--- src/rtl/puf_hash_uart_tx_if.sv ---
// Bundle between the PUF hash stage (master) and the ASCII-hex UART logger (slave).
interface puf_hash_uart_tx_if;
    logic         valid;
    logic [5:0]   challenge;
    logic [7:0]   response;
    logic [127:0] hash;
    logic         tx;
    logic         busy;
    logic         sent;

    modport master (output valid, challenge, response, hash, input tx, busy, sent);
    modport slave  (input valid, challenge, response, hash, output tx, busy, sent);
endinterface

--- src/rtl/puf_hash_uart_tx.sv ---
// Snapshots challenge/response/hash on a valid rising edge and streams them as one
// 40-char ASCII-hex line ("CC:RR:<32 hex>\r\n") over an 8N1 UART.
module puf_hash_uart_tx #(
    parameter int unsigned CLKS_PER_BIT = 868
) (
    input  logic              clk,
    input  logic              rst,
    puf_hash_uart_tx_if.slave bus
);
    localparam int unsigned BAUD_W = $clog2(CLKS_PER_BIT);
    localparam int unsigned IDX_W  = 6;
    localparam int unsigned SNAP_W = 142;
    localparam logic [IDX_W-1:0]  LAST_CHAR = IDX_W'(39);
    localparam logic [BAUD_W-1:0] BAUD_LAST = BAUD_W'(CLKS_PER_BIT - 1);

    typedef enum logic [2:0] {S_IDLE, S_START, S_DATA, S_STOP, S_DONE} state_e;

    state_e              state_q, state_d;
    logic [SNAP_W-1:0]   snap_q, snap_d;
    logic [BAUD_W-1:0]   baud_q, baud_d;
    logic [2:0]          bit_q, bit_d;
    logic [IDX_W-1:0]    char_q, char_d;
    logic                pending_q, pending_d;
    logic                valid_prev_q, valid_prev_d;
    logic                tx_q, tx_d;
    logic                busy_q, busy_d;
    logic                sent_q, sent_d;

    logic                rise_c, bit_end_c, in_frame_c, launch_c;
    logic [2:0]          bit_nx_c;
    logic [4:0]          nib_idx_c;
    logic [127:0]        snap_hash_c;
    logic [7:0]          char_byte_c;

    function automatic logic [7:0] hex_ascii(input logic [3:0] n);
        return (n < 4'd10) ? (8'h30 + 8'(n)) : (8'h37 + 8'(n));
    endfunction

    assign rise_c      = bus.valid & ~valid_prev_q;
    assign bit_end_c   = (baud_q == BAUD_LAST);
    assign in_frame_c  = (state_q == S_START) || (state_q == S_DATA) || (state_q == S_STOP);
    assign bit_nx_c    = bit_q + 3'd1;
    // Edge in DONE counts as pending so a coincident edge is never dropped.
    assign launch_c    = ((state_q == S_IDLE) && rise_c) ||
                         ((state_q == S_DONE) && (pending_q || rise_c) && bus.valid);
    assign snap_hash_c = snap_q[127:0];

    // Character currently on the wire, selected from the snapshot by char index.
    always_comb begin
        nib_idx_c = 5'(char_q - IDX_W'(6));
        case (char_q)
            6'd0:    char_byte_c = hex_ascii({2'b00, snap_q[141:140]});
            6'd1:    char_byte_c = hex_ascii(snap_q[139:136]);
            6'd2:    char_byte_c = 8'h3A;
            6'd3:    char_byte_c = hex_ascii(snap_q[135:132]);
            6'd4:    char_byte_c = hex_ascii(snap_q[131:128]);
            6'd5:    char_byte_c = 8'h3A;
            6'd38:   char_byte_c = 8'h0D;
            6'd39:   char_byte_c = 8'h0A;
            default: char_byte_c = hex_ascii(snap_hash_c[{~nib_idx_c, 2'b00} +: 4]);
        endcase
    end

    always_ff @(posedge clk) begin
        if (rst) state_q <= S_IDLE;
        else     state_q <= state_d;
    end

    always_comb begin
        state_d = state_q;
        case (state_q)
            S_IDLE:  if (launch_c) state_d = S_START;
            S_START: if (bit_end_c) state_d = S_DATA;
            S_DATA:  if (bit_end_c && (bit_q == 3'd7)) state_d = S_STOP;
            S_STOP:  if (bit_end_c) state_d = (char_q == LAST_CHAR) ? S_DONE : S_START;
            S_DONE:  state_d = launch_c ? S_START : S_IDLE;
            default: state_d = S_IDLE;
        endcase
    end

    always_comb begin
        snap_d       = snap_q;
        baud_d       = baud_q;
        bit_d        = bit_q;
        char_d       = char_q;
        pending_d    = pending_q;
        valid_prev_d = bus.valid;
        tx_d         = tx_q;
        busy_d       = busy_q;
        sent_d       = 1'b0;
        if (launch_c) begin
            snap_d    = {bus.challenge, bus.response, bus.hash};
            baud_d    = '0;
            bit_d     = '0;
            char_d    = '0;
            pending_d = 1'b0;
            tx_d      = 1'b0;
            busy_d    = 1'b1;
        end else begin
            if (in_frame_c) begin
                baud_d = bit_end_c ? '0 : BAUD_W'(baud_q + 1'b1);
                if (rise_c) pending_d = 1'b1;
            end
            case (state_q)
                S_START: if (bit_end_c) begin
                    bit_d = '0;
                    tx_d  = char_byte_c[0];
                end
                S_DATA: if (bit_end_c) begin
                    if (bit_q == 3'd7) begin
                        tx_d = 1'b1;
                    end else begin
                        bit_d = bit_nx_c;
                        tx_d  = char_byte_c[bit_nx_c];
                    end
                end
                S_STOP: if (bit_end_c) begin
                    if (char_q == LAST_CHAR) begin
                        tx_d   = 1'b1;
                        busy_d = 1'b0;
                        sent_d = 1'b1;
                    end else begin
                        char_d = IDX_W'(char_q + 1'b1);
                        tx_d   = 1'b0;
                    end
                end
                S_DONE: begin
                    pending_d = 1'b0;
                    busy_d    = 1'b0;
                    tx_d      = 1'b1;
                end
                default: begin
                end
            endcase
        end
    end

    // valid_prev resets high so a valid already asserted at release does not fire.
    always_ff @(posedge clk) begin
        if (rst) begin
            snap_q       <= '0;
            baud_q       <= '0;
            bit_q        <= '0;
            char_q       <= '0;
            pending_q    <= 1'b0;
            valid_prev_q <= 1'b1;
            tx_q         <= 1'b1;
            busy_q       <= 1'b0;
            sent_q       <= 1'b0;
        end else begin
            snap_q       <= snap_d;
            baud_q       <= baud_d;
            bit_q        <= bit_d;
            char_q       <= char_d;
            pending_q    <= pending_d;
            valid_prev_q <= valid_prev_d;
            tx_q         <= tx_d;
            busy_q       <= busy_d;
            sent_q       <= sent_d;
        end
    end

    assign bus.tx   = tx_q;
    assign bus.busy = busy_q;
    assign bus.sent = sent_q;
endmodule

--- src/flat_wrapper.sv ---
// flat-port wrapper written by rule: the top's interface ports become plain ports
module puf_hash_uart_tx_flat 
#(
    parameter int unsigned CLKS_PER_BIT = 868
)
  (clk, rst, bus_valid, bus_challenge, bus_response, bus_hash, bus_tx, bus_busy, bus_sent);
  puf_hash_uart_tx_if bus_i ();
  input  logic clk;
  input  logic rst;
  input wire logic [$bits(bus_i.valid)-1:0] bus_valid;
  input wire logic [$bits(bus_i.challenge)-1:0] bus_challenge;
  input wire logic [$bits(bus_i.response)-1:0] bus_response;
  input wire logic [$bits(bus_i.hash)-1:0] bus_hash;
  output wire logic [$bits(bus_i.tx)-1:0] bus_tx;
  output wire logic [$bits(bus_i.busy)-1:0] bus_busy;
  output wire logic [$bits(bus_i.sent)-1:0] bus_sent;
  assign bus_i.valid = bus_valid;
  assign bus_i.challenge = bus_challenge;
  assign bus_i.response = bus_response;
  assign bus_i.hash = bus_hash;
  assign bus_tx = bus_i.tx;
  assign bus_busy = bus_i.busy;
  assign bus_sent = bus_i.sent;
  puf_hash_uart_tx #(.CLKS_PER_BIT(CLKS_PER_BIT)) u_core (.clk(clk), .rst(rst), .bus(bus_i));
endmodule
--- config.mk ---
export PLATFORM = sky130hd
export DESIGN_NAME = puf_hash_uart_tx_flat
export DESIGN_NICKNAME = d
export VERILOG_FILES = /design/src/rtl/puf_hash_uart_tx_if.sv /design/src/rtl/puf_hash_uart_tx.sv /design/src/flat_wrapper.sv
export SDC_FILE = /design/constraint.sdc
export NUM_CORES = 1
export LEC_CHECK = 0
export CORE_MARGIN = 5
export CORE_UTILIZATION = 45
export DETAILED_ROUTE_END_ITERATION = 7
export MAX_ROUTING_LAYER = met4
export PLACE_DENSITY_LB_ADDON = 0.15
export SYNTH_ARGS = -nofsm -noshare
export SYNTH_HDL_FRONTEND = slang
export SYNTH_SLANG_ARGS = --single-unit
--- constraint.sdc ---
create_clock -name clk -period 7.62 [get_ports clk]
set_clock_uncertainty 0.2 [all_clocks]
set_input_delay 1.143 -clock clk [delete_from_list [all_inputs] [get_ports clk]]
set_output_delay 1.143 -clock clk [all_outputs]
set_load 0.1 [all_outputs]
==> results of run 1 <==
## cells in the mapped netlist, types with 3 or more instances
| cell type | number | share of area, % |
|---|---|---|
| o21ai_0 | 20 | 1.2 |
| ha_1 | 12 | 1.8 |
| dfxtp_1 | 169 | 41 |
| nand2_1 | 320 | 15 |
| a21oi_1 | 167 | 10 |
| nor2b_1 | 9 | 0.69 |
| nor3_1 | 6 | 0.37 |
| inv_1 | 16 | 0.73 |
| xnor2_1 | 11 | 1.2 |
| buf_2 | 7 | 0.43 |
| nor3b_1 | 4 | 0.37 |
| xor2_1 | 9 | 0.96 |
| nand2b_1 | 5 | 0.38 |
| clkbuf_1 | 59 | 2.7 |
| a211oi_1 | 3 | 0.27 |
| nand4_1 | 7 | 0.53 |
| nand3_1 | 12 | 0.73 |
| nor2_1 | 49 | 2.2 |
| mux2_2 | 10 | 1.4 |
| a22o_1 | 7 | 0.75 |
| o22ai_1 | 10 | 0.76 |
| a31oi_1 | 4 | 0.30 |
| mux2i_1 | 18 | 2.2 |
| buf_12 | 3 | 0.73 |
| mux4_1 | 11 | 3.5 |
| mux4_2 | 12 | 3.3 |
| nand3b_1 | 3 | 0.27 |
## cell families after synthesis
| family | synth area share [%] |
|---|---|
| compound gates | 16.70 |
| xor+xnor | 2.134 |
| fa+ha+maj | 1.829 |
| buf+inv | 4.999 |
| flops | 41.21 |
| mux | 10.52 |
| simple gates | 22.60 |
## flip-flops by register name (all words and copies together), names as in the netlist
register,count
u_core.char_q,6
u_core.pending_q,1
u_core.valid_prev_q,1
u_core.bus.sent,1
u_core.bus.tx,1
u_core.state_q,3
u_core.bit_q,3
u_core.baud_q,10
u_core.snap_q,142
u_core.bus.busy,1
## power groups by stage
stage,sequential (uW),combinational (uW),clock [uW]
floorplan,944,79.5,0
global placement,945,177,0
detailed placement,946,177,0
CTS,926,178,905
global route,929,194,945
finish,926,177,887
## area by class of cell
class | count | area, sq um | area share, %
Multi-Input combinational cell | 759 | 4433 | 43.08
Clock buffer | 17 | 425.4 | 4.134
Tap cell | 229 | 286.5 | 2.784
Inverter | 18 | 67.56 | 0.6565
Clock inverter | 15 | 180.2 | 1.751
Timing Repair Buffer | 153 | 1514 | 14.71
Sequential cell | 169 | 3385 | 32.89
## per-layer routing
layer  routed length (um)  vias to the layer above
li1                     -                     3693
met1                 9745                     3357
met2                10130                      190
met3                  996                       26
met4                  318                        0
met5                    0                        -
## how the worst min path moves through the flow
stage | slack, ns | to | depth (start not counted)
CTS | 0.25 | u_core.snap_q[67] | 2
global route | 0.27 | u_core.snap_q[30] | 2
global placement | 0.24 | u_core.snap_q[28] | 2
detailed placement | 0.24 | u_core.snap_q[67] | 2
finish | 0.25 | u_core.snap_q[88] | 2
floorplan | 0.23 | u_core.snap_q[108] | 2
## metrics by stage
step	std cells	util, %	power [uW]	cell area [sq um]	hold slack, ns
after floorplan	1018	-	1023	8209	0.2315
after global placement	1328	53.92	1122	9686	0.2388
after detailed placement	1328	53.92	1123	9686	0.2439
after CTS	1360	57.29	2009	10290	0.2535
after global routing	1360	57.29	2068	10290	0.2675
final	1360	57.29	1990	10290	0.2514
## worst max-delay path: stages, from the launching register on
cell and delay, ns:
dfxtp_2 0.31, buf_4 0.63, ha_1 0.80, nor2b_1 0.24
a22o_1 0.27, o21ai_1 0.15, nand4_2 0.24, ha_1 0.30
a2111o_1 0.37, a311o_1 0.36, a31oi_1 0.12
==> impl_metrics.yaml, run 1 <==
outcome:
  status: "complete, no violations"
floorplanning:
  floorplan.core_area_sq_um: 17960
  die_w_um: 145.1
  effective_utilization_at_floorplan_pct: 45.70
  die_area_sq_um: 21040
  die-height_um: 145.1
  fp-row-count: 49
  floorplan.io_pins: 148
pwr:
  clock_network_fraction_of_design_power_pct: 44.6
  p_per_area_nw_per_um2: 193.3
  p_leak_uw: 0.003581
  share_seq_of_total_power_pct: 46.5
  power_report.internal_total_uw: 1503
  switching_share_pct: 24.45
  comb_power_share_pct: 8.9
  ir_drop_mv: 0.1600
  switching_power_uw: 486.4
grt:
  first_global_vias: 6802
  globalRouteTotalUtil_pct: 20.15
  grt.busiest_layer: "met2"
  grt_max_degree: 103
  global_route_wire_length_before_repair_um: 34180
  met2_layer_usage_reported_by_global_route_pct: 32.33
  global_route.usage.met3_pct: 3.835
  antenna_found_initial: 0
  global_route.overflow_total: 0
  routing_usage_on_met1_pct: 26.20
worst_setup_path:
  worst_setup_path_end_kind: "register"
  rr_endpoint: "u_core.bus.tx"
  critPathArrivalTime_ns: 4.24
  critPathMaxFanout: 51
  critical_path_class: "reg -> reg"
  cp_data_required_time_ns: 7.77
  destination_of_the_critical_timing_path: "u_core.bus.tx"
  critPathLaunch: "u_core.char_q[1]"
  setup.reg_to_reg.worst_slack_ns: 3.54
  rr_startpoint: "u_core.char_q[1]"
  worst-r2r-cell-count: 10
  startpoint_type: "register"
synthesis:
  synth.avg_cell_area_sq_um: 8.064
  synth_cells: 1018
  share_of_synthesized_area_occupied_by_flip_flops_and_latches_pct: 41.21
  mappedNetlistArea_sq_um: 8209
  async_reset_ff_share_pct: 0
  post_synth_edffs: 0
  syn-num-nets: 1175
  dominantRegCellSynth: "dfxtp_1"
  synth-warning-count: 0
  synthesis_stage_register_bit_count: 169
  count_of_unique_library_cells_instantiated_by_yosys: 66
routing:
  routedWlPerCell_um: 15.58
  drc: 0
  detail_route.vias_per_cell: 5.343
  routed_wirelength_um: 21200
  detail_route.first_pass.iterations: 5
  postRouteAntennaNets: 0
  detailedRoute.firstIterationViolations: 444
  dr_total_vias: 7266
clocking:
  clockRootBuffer: "clkbuf_16"
  postCtsHoldBufs: 0
  postCtsSetupRepairBufs: 0
  post_cts.resized_instances: 0
  cts_sinks: 169
  htreeDepth: 4
  insertion_delay_ns: 0.43
  tritoncts.num_buffers: 17
  cts_max_path_buffers: 2
  clkTransAtPathRegs_ns: 0.07
  cts_tree: "done"
timing:
  setup-tns-final_ns: 0
  final_critical_path_required_period_ns: 4.085
  clock.fmax_ghz: 0.2448
  slew_headroom_pct: 32.56
  setup_viol: 0
  timing_max_transition_violations_final: 0
  tightestPinTransition_ns: 1.012
  period_utilization_post_route_pct: 53.61
  setup_slack_ns: 3.535
  unrepaired_setup_endpoints_after_global_routing: "false"
  timing.final.hold_violations: 0
finish:
  mostFrequentLayoutCells: "320 x nand2_1, 168 x dfxtp_1, 167 x a21oi_1"
  layout_commonest_cell: "nand2_1"
  finish.net_count: 1275
  num_antenna_cells: 0
  drive_gt1_share_pct: 6.985
  fillCellCount: 1680
  layout-area-overhead-vs-synth_pct: 25.36
placed_design:
  dp_slack_ns: 3.563
  place_congestion: 0.8730
  dp_hpwl_um: 14860
  buffers_on_ports: 147
flow_run:
  max_cap_violations: 0
hold_path:
  hold_path_class: "reg -> reg"
  min_from: "u_core.snap_q[88]"
No activity file was read; power rests on OpenSTA's default activity.
==> run 2, diff against run 1 <==
==> constraint.sdc (replaced) <==
create_clock -name clk -period 4.18 [get_ports clk]
set_clock_uncertainty 0.2 [all_clocks]
set_input_delay 0.627 -clock clk [delete_from_list [all_inputs] [get_ports clk]]
set_output_delay 0.627 -clock clk [all_outputs]
set_load 0.1 [all_outputs]
==> impl_metrics.yaml, run 2 (synthesis results as in run 1) <==
timing:
  timing.final.hold_violations: 0
  clock.fmax_ghz: 0.2952
  timing_max_transition_violations_final: 0
  unrepaired_setup_endpoints_after_global_routing: "false"
  final_critical_path_required_period_ns: 3.387
  setup-tns-final_ns: 0
  setup_viol: 0
  period_utilization_post_route_pct: 81.03
  slew_headroom_pct: 35.17
  setup_slack_ns: 0.7930
  tightestPinTransition_ns: 0.9694
floorplanning:
  floorplan.io_pins: 148
  fp-row-count: 49
  die_area_sq_um: 21040
  die-height_um: 145.1
  die_w_um: 145.1
  effective_utilization_at_floorplan_pct: 45.70
  floorplan.core_area_sq_um: 17960
pwr:
  p_per_area_nw_per_um2: 350.2
  fin_total_pwr_uw: 3630
  p_leak_uw: 0.003612
  ir_drop_mv: 0.3117
worst_setup_path:
  rr_endpoint: "u_core.bus.tx"
  worst-r2r-cell-count: 11
  crit_buf_inv: 2
  setup.reg_to_reg.worst_slack_ns: 0.79
  worst_setup_path_end_kind: "register"
  critPathMaxStageDelay_ns: 0.62
  cp_data_required_time_ns: 4.34
  startpoint_type: "register"
  cp.depth: 11
  standard_cell_with_the_maximum_stage_delay_on_the_critical_path: "buf_4"
  critical_path.cell_chain: "buf_4, a21boi_2, o41ai_2, nand3_1, nand4_2, ha_1, inv_1, o21ai_0, o32a_1, a311o_1, a31oi_1"
  critical_path_class: "reg -> reg"
  rr_startpoint: "u_core.char_q[1]"
  worst_path_dominant_cell_family: "compound AO/OA/AOI/OAI gates"
  critPathArrivalTime_ns: 3.54
  critPathMaxFanout: 50
grt:
  global_route_wire_length_before_repair_um: 35250
  first_global_vias: 7001
  globalRouteTotalUtil_pct: 20.76
  grt.busiest_layer: "met2"
  global_route.usage.met3_pct: 3.991
  routing_usage_on_met1_pct: 27.15
  met2_layer_usage_reported_by_global_route_pct: 33.33
  grt_max_degree: 93
  global_route.overflow_total: 0
  antenna_found_initial: 0
hold_path:
  min_from: "u_core.snap_q[26]"
  hold_path_class: "reg -> reg"
  worst_hold_path.endpoint: "u_core.snap_q[26]"
  whs_path_cells: 2
routing:
  postRouteAntennaNets: 0
  dr_total_vias: 7240
  detail_route.first_pass.iterations: 5
  detail_route.vias_per_cell: 5.304
  drc: 0
  detailedRoute.firstIterationViolations: 493
  routedWlPerCell_um: 15.89
  routed_wirelength_um: 21690
clocking:
  htreeDepth: 4
  cts_max_path_buffers: 2
  tritoncts.num_buffers: 17
  insertion_delay_ns: 0.43
  postCtsSetupRepairBufs: 0
  clkTransAtPathRegs_ns: 0.07
  post_cts.resized_instances: 0
  cts_tree: "done"
  cts_sinks: 169
  postCtsHoldBufs: 0
  clockRootBuffer: "clkbuf_16"
finish:
  num_antenna_cells: 0
  finish.net_count: 1280
  top_regs: "u_core.snap_q x142, u_core.baud_q x10, u_core.char_q x6"
  registers.top_by_ff_count: "u_core.snap_q"
  layout-area-overhead-vs-synth_pct: 26.25
  drive_gt1_share_pct: 7.306
  layout_commonest_cell: "nand2_1"
  largest_register_ff_count: 142
  final_cell_count_no_fill: 1365
  mostFrequentLayoutCells: "320 x nand2_1, 168 x dfxtp_1, 167 x a21oi_1"
placed_design:
  placedCellCount: 1333
  place_congestion: 0.8763
  buffers_on_ports: 147
  dp_hpwl_um: 15320
  dp_slack_ns: 0.8090
outcome:
  status: "complete, no violations"
flow_run:
  max_cap_violations: 0
==> run 2: cell type report <==
class                   instances  area [sq um]
inverters                      18         67.56
fillers                      1693          7600
well taps                     229         286.5
repair buffers                158          1589
clock buffers                  19         442.9
flip-flops and latches        169          3385
multi-input cells             759          4433
clock inverters                13         160.2
==> run 2: tightest hold or removal path, cell delays in order (launching register included) <==
cell	delay [ns]
dfxtp_1	0.31
nand2_1	0.05
a21oi_1	0.05
==> run 2: worst max-delay path by stage <==
stage / startpoint / end
after floorplan: u_core.char_q[1] / u_core.bus.tx
after global placement: u_core.char_q[1] / u_core.bus.tx
after detailed placement: u_core.char_q[1] / u_core.bus.tx
after CTS: u_core.char_q[1] / u_core.bus.tx
after global routing: u_core.char_q[1] / u_core.bus.tx
final: u_core.char_q[1] / u_core.bus.tx
==> run 2: metrics by stage <==
| step | utilization [%] | cell area, sq um | hold WS (ns) |
|---|---|---|---|
| after detailed placement | 54.34 | 9761 | 0.2441 |
| after CTS | 57.69 | 10360 | 0.2536 |
| final | 57.69 | 10360 | 0.2520 |
| after global placement | 54.34 | 9761 | 0.2390 |
| after global routing | 57.69 | 10360 | 0.2648 |
| after floorplan | - | 8209 | 0.2315 |
==> run 2: per-layer routing <==
| layer | wire [um] | part of all wire [%] |
|---|---|---|
| met1 | 9888 | 46 |
| met2 | 10580 | 49 |
| met3 | 942 | 4.3 |
| met4 | 276 | 1.3 |
| met5 | 0 | 0 |
==> run 2: where the power goes <==
part	internal [uW]	switching [uW]	total, uW
Clock	915	696	1610
Sequential	1660	33.3	1690
Combinational	182	146	327
==> run 3, diff against run 2 <==
==> constraint.sdc (replaced) <==
create_clock -name clk -period 3.5 [get_ports clk]
set_clock_uncertainty 0.2 [all_clocks]
set_input_delay 0.525 -clock clk [delete_from_list [all_inputs] [get_ports clk]]
set_output_delay 0.525 -clock clk [all_outputs]
set_load 0.1 [all_outputs]
==> impl_metrics.yaml, run 3 (synthesis results as in run 1) <==
hold_path:
  hold_path_class: "reg -> reg"
worst_setup_path:
  setup.reg_to_reg.worst_slack_ns: 0.25
  cp_data_required_time_ns: 3.66
  critPathArrivalTime_ns: 3.41
  startpoint_type: "register"
  rr_startpoint: "u_core.char_q[1]"
  worst-r2r-cell-count: 9
  critical_path_class: "reg -> reg"
  rr_endpoint: "u_core.bus.tx"
  worst_setup_path_end_kind: "register"
  critPathLaunch: "u_core.char_q[1]"
  critPathMaxFanout: 14
  destination_of_the_critical_timing_path: "u_core.bus.tx"
placed_design:
  buffers_on_ports: 147
  placedCellCount: 1337
  placed_area_sq_um: 9808
  dp_slack_ns: 0.3014
  dp_hpwl_um: 15680
  place_congestion: 0.8785
finish:
  layout-area-overhead-vs-synth_pct: 27.25
  layout_commonest_cell: "nand2_1"
  fillCellCount: 1627
  final_cell_count_no_fill: 1369
  num_antenna_cells: 0
  finish.net_count: 1284
  layout.core_utilization_pct: 58.15
  largest_register_ff_count: 142
  postLayoutCellArea_sq_um: 10450
  top_regs: "u_core.snap_q x142, u_core.baud_q x10, u_core.char_q x6"
  drive_gt1_share_pct: 7.895
  registers.top_by_ff_count: "u_core.snap_q"
  mostFrequentLayoutCells: "320 x nand2_1, 168 x dfxtp_1, 167 x a21oi_1"
floorplanning:
  die_w_um: 145.1
  effective_utilization_at_floorplan_pct: 45.70
  fp-row-count: 49
  die-height_um: 145.1
  die_area_sq_um: 21040
  floorplan.core_area_sq_um: 17960
  floorplan.io_pins: 148
timing:
  setup-tns-final_ns: 0
  slew_headroom_pct: 51.51
  clock.fmax_ghz: 0.3079
  final_critical_path_required_period_ns: 3.247
  timing.final.hold_violations: 0
  setup_viol: 0
  period_utilization_post_route_pct: 92.78
  setup_slack_ns: 0.2527
  tightestPinTransition_ns: 0.7242
  unrepaired_setup_endpoints_after_global_routing: "false"
  timing_max_transition_violations_final: 0
routing:
  detail_route.vias_per_cell: 5.337
  routedWlPerCell_um: 15.90
  detailedRoute.firstIterationViolations: 456
  dr_total_vias: 7306
  drc: 0
  detail_route.first_pass.iterations: 6
  routed_wirelength_um: 21760
  postRouteAntennaNets: 0
clocking:
  cts_tree: "done"
  htreeDepth: 4
  cts_max_path_buffers: 2
  cts_sinks: 169
  insertion_delay_ns: 0.43
  post_cts.resized_instances: 0
  postCtsHoldBufs: 0
  clkTransAtPathRegs_ns: 0.07
  clockRootBuffer: "clkbuf_16"
  tritoncts.num_buffers: 17
  postCtsSetupRepairBufs: 0
pwr:
  p_leak_uw: 0.003666
  p_per_area_nw_per_um2: 424.5
  ir_drop_mv: 0.3816
grt:
  antenna_found_initial: 0
  grt_max_degree: 106
  first_global_vias: 6992
  global_route.overflow_total: 0
  global_route_wire_length_before_repair_um: 35180
  globalRouteTotalUtil_pct: 20.81
flow_run:
  max_cap_violations: 0
outcome:
  status: "complete, no violations"
-- run 3: changes by cell type in the layout (fill, tap and decap cells not counted) --
cell,delta
buf_4,+5
clkdlybuf4s50_1,-3
buf_12,+2
clkinvlp_4,-2
inv_8,+2
bufinv_16,+1
clkbuf_8,-1
clkinv_2,-1
clkinv_4,+1
clkinv_8,+1
inv_6,-1
-- run 3: final cells by class --
cell class,count,area (sq um),share of cell area (%)
Multi-Input combinational cell,759,4433,42.44
Sequential cell,169,3385,32.40
Timing Repair Buffer,162,1637,15.67
Clock buffer,18,429.2,4.108
Tap cell,229,286.5,2.743
Clock inverter,14,209.0,2.000
Inverter,18,67.56,0.6468
-- run 3: per-stage QoR --
stage	total power, uW	hold slack [ns]
after global placement	2451	0.2378
final	4434	0.2501
after CTS	4461	0.2543
after global routing	4592	0.2720
after floorplan	2227	0.2315
after detailed placement	2454	0.2446
-- run 3: per-layer routing --
layer | global-route usage, % | vias to the layer above | share of wire (%)
li1 | - | 3705 | -
met1 | 27.80 | 3408 | 46
met2 | 33.33 | 179 | 49
met3 | 4.022 | 14 | 4.5
met4 | 4.011 | 0 | 0.91
met5 | - | - | 0
-- run 3: worst max-delay path, cell delays in order (launching register included) --
cell	delay [ns]
dfxtp_2	0.34
ha_1	0.64
nor2b_1	0.21
a22o_1	0.25
o21ai_1	0.14
nand4_2	0.25
ha_1	0.30
a2111o_1	0.36
a311o_1	0.36
a31oi_1	0.12
-- run 3: worst min path at each step --
stage                                   from            endpoint  slack (ns)  cells after the start
after floorplan           u_core.snap_q[108]  u_core.snap_q[108]        0.23                      2
after CTS                  u_core.snap_q[77]   u_core.snap_q[77]        0.25                      2
after global placement     u_core.snap_q[64]   u_core.snap_q[64]        0.24                      2
after detailed placement   u_core.snap_q[74]   u_core.snap_q[74]        0.24                      2
final                      u_core.snap_q[77]   u_core.snap_q[77]        0.25                      2
after global routing       u_core.snap_q[70]   u_core.snap_q[70]        0.27                      2
-- run 3: report_power, final --
| part | switching [uW] | leakage, uW | internal [uW] |
|---|---|---|---|
| sequential | 39.1 | 0.00137 | 1980 |
| combinational | 173 | 0.00198 | 218 |
| clock | 863 | 0.000311 | 1160 |
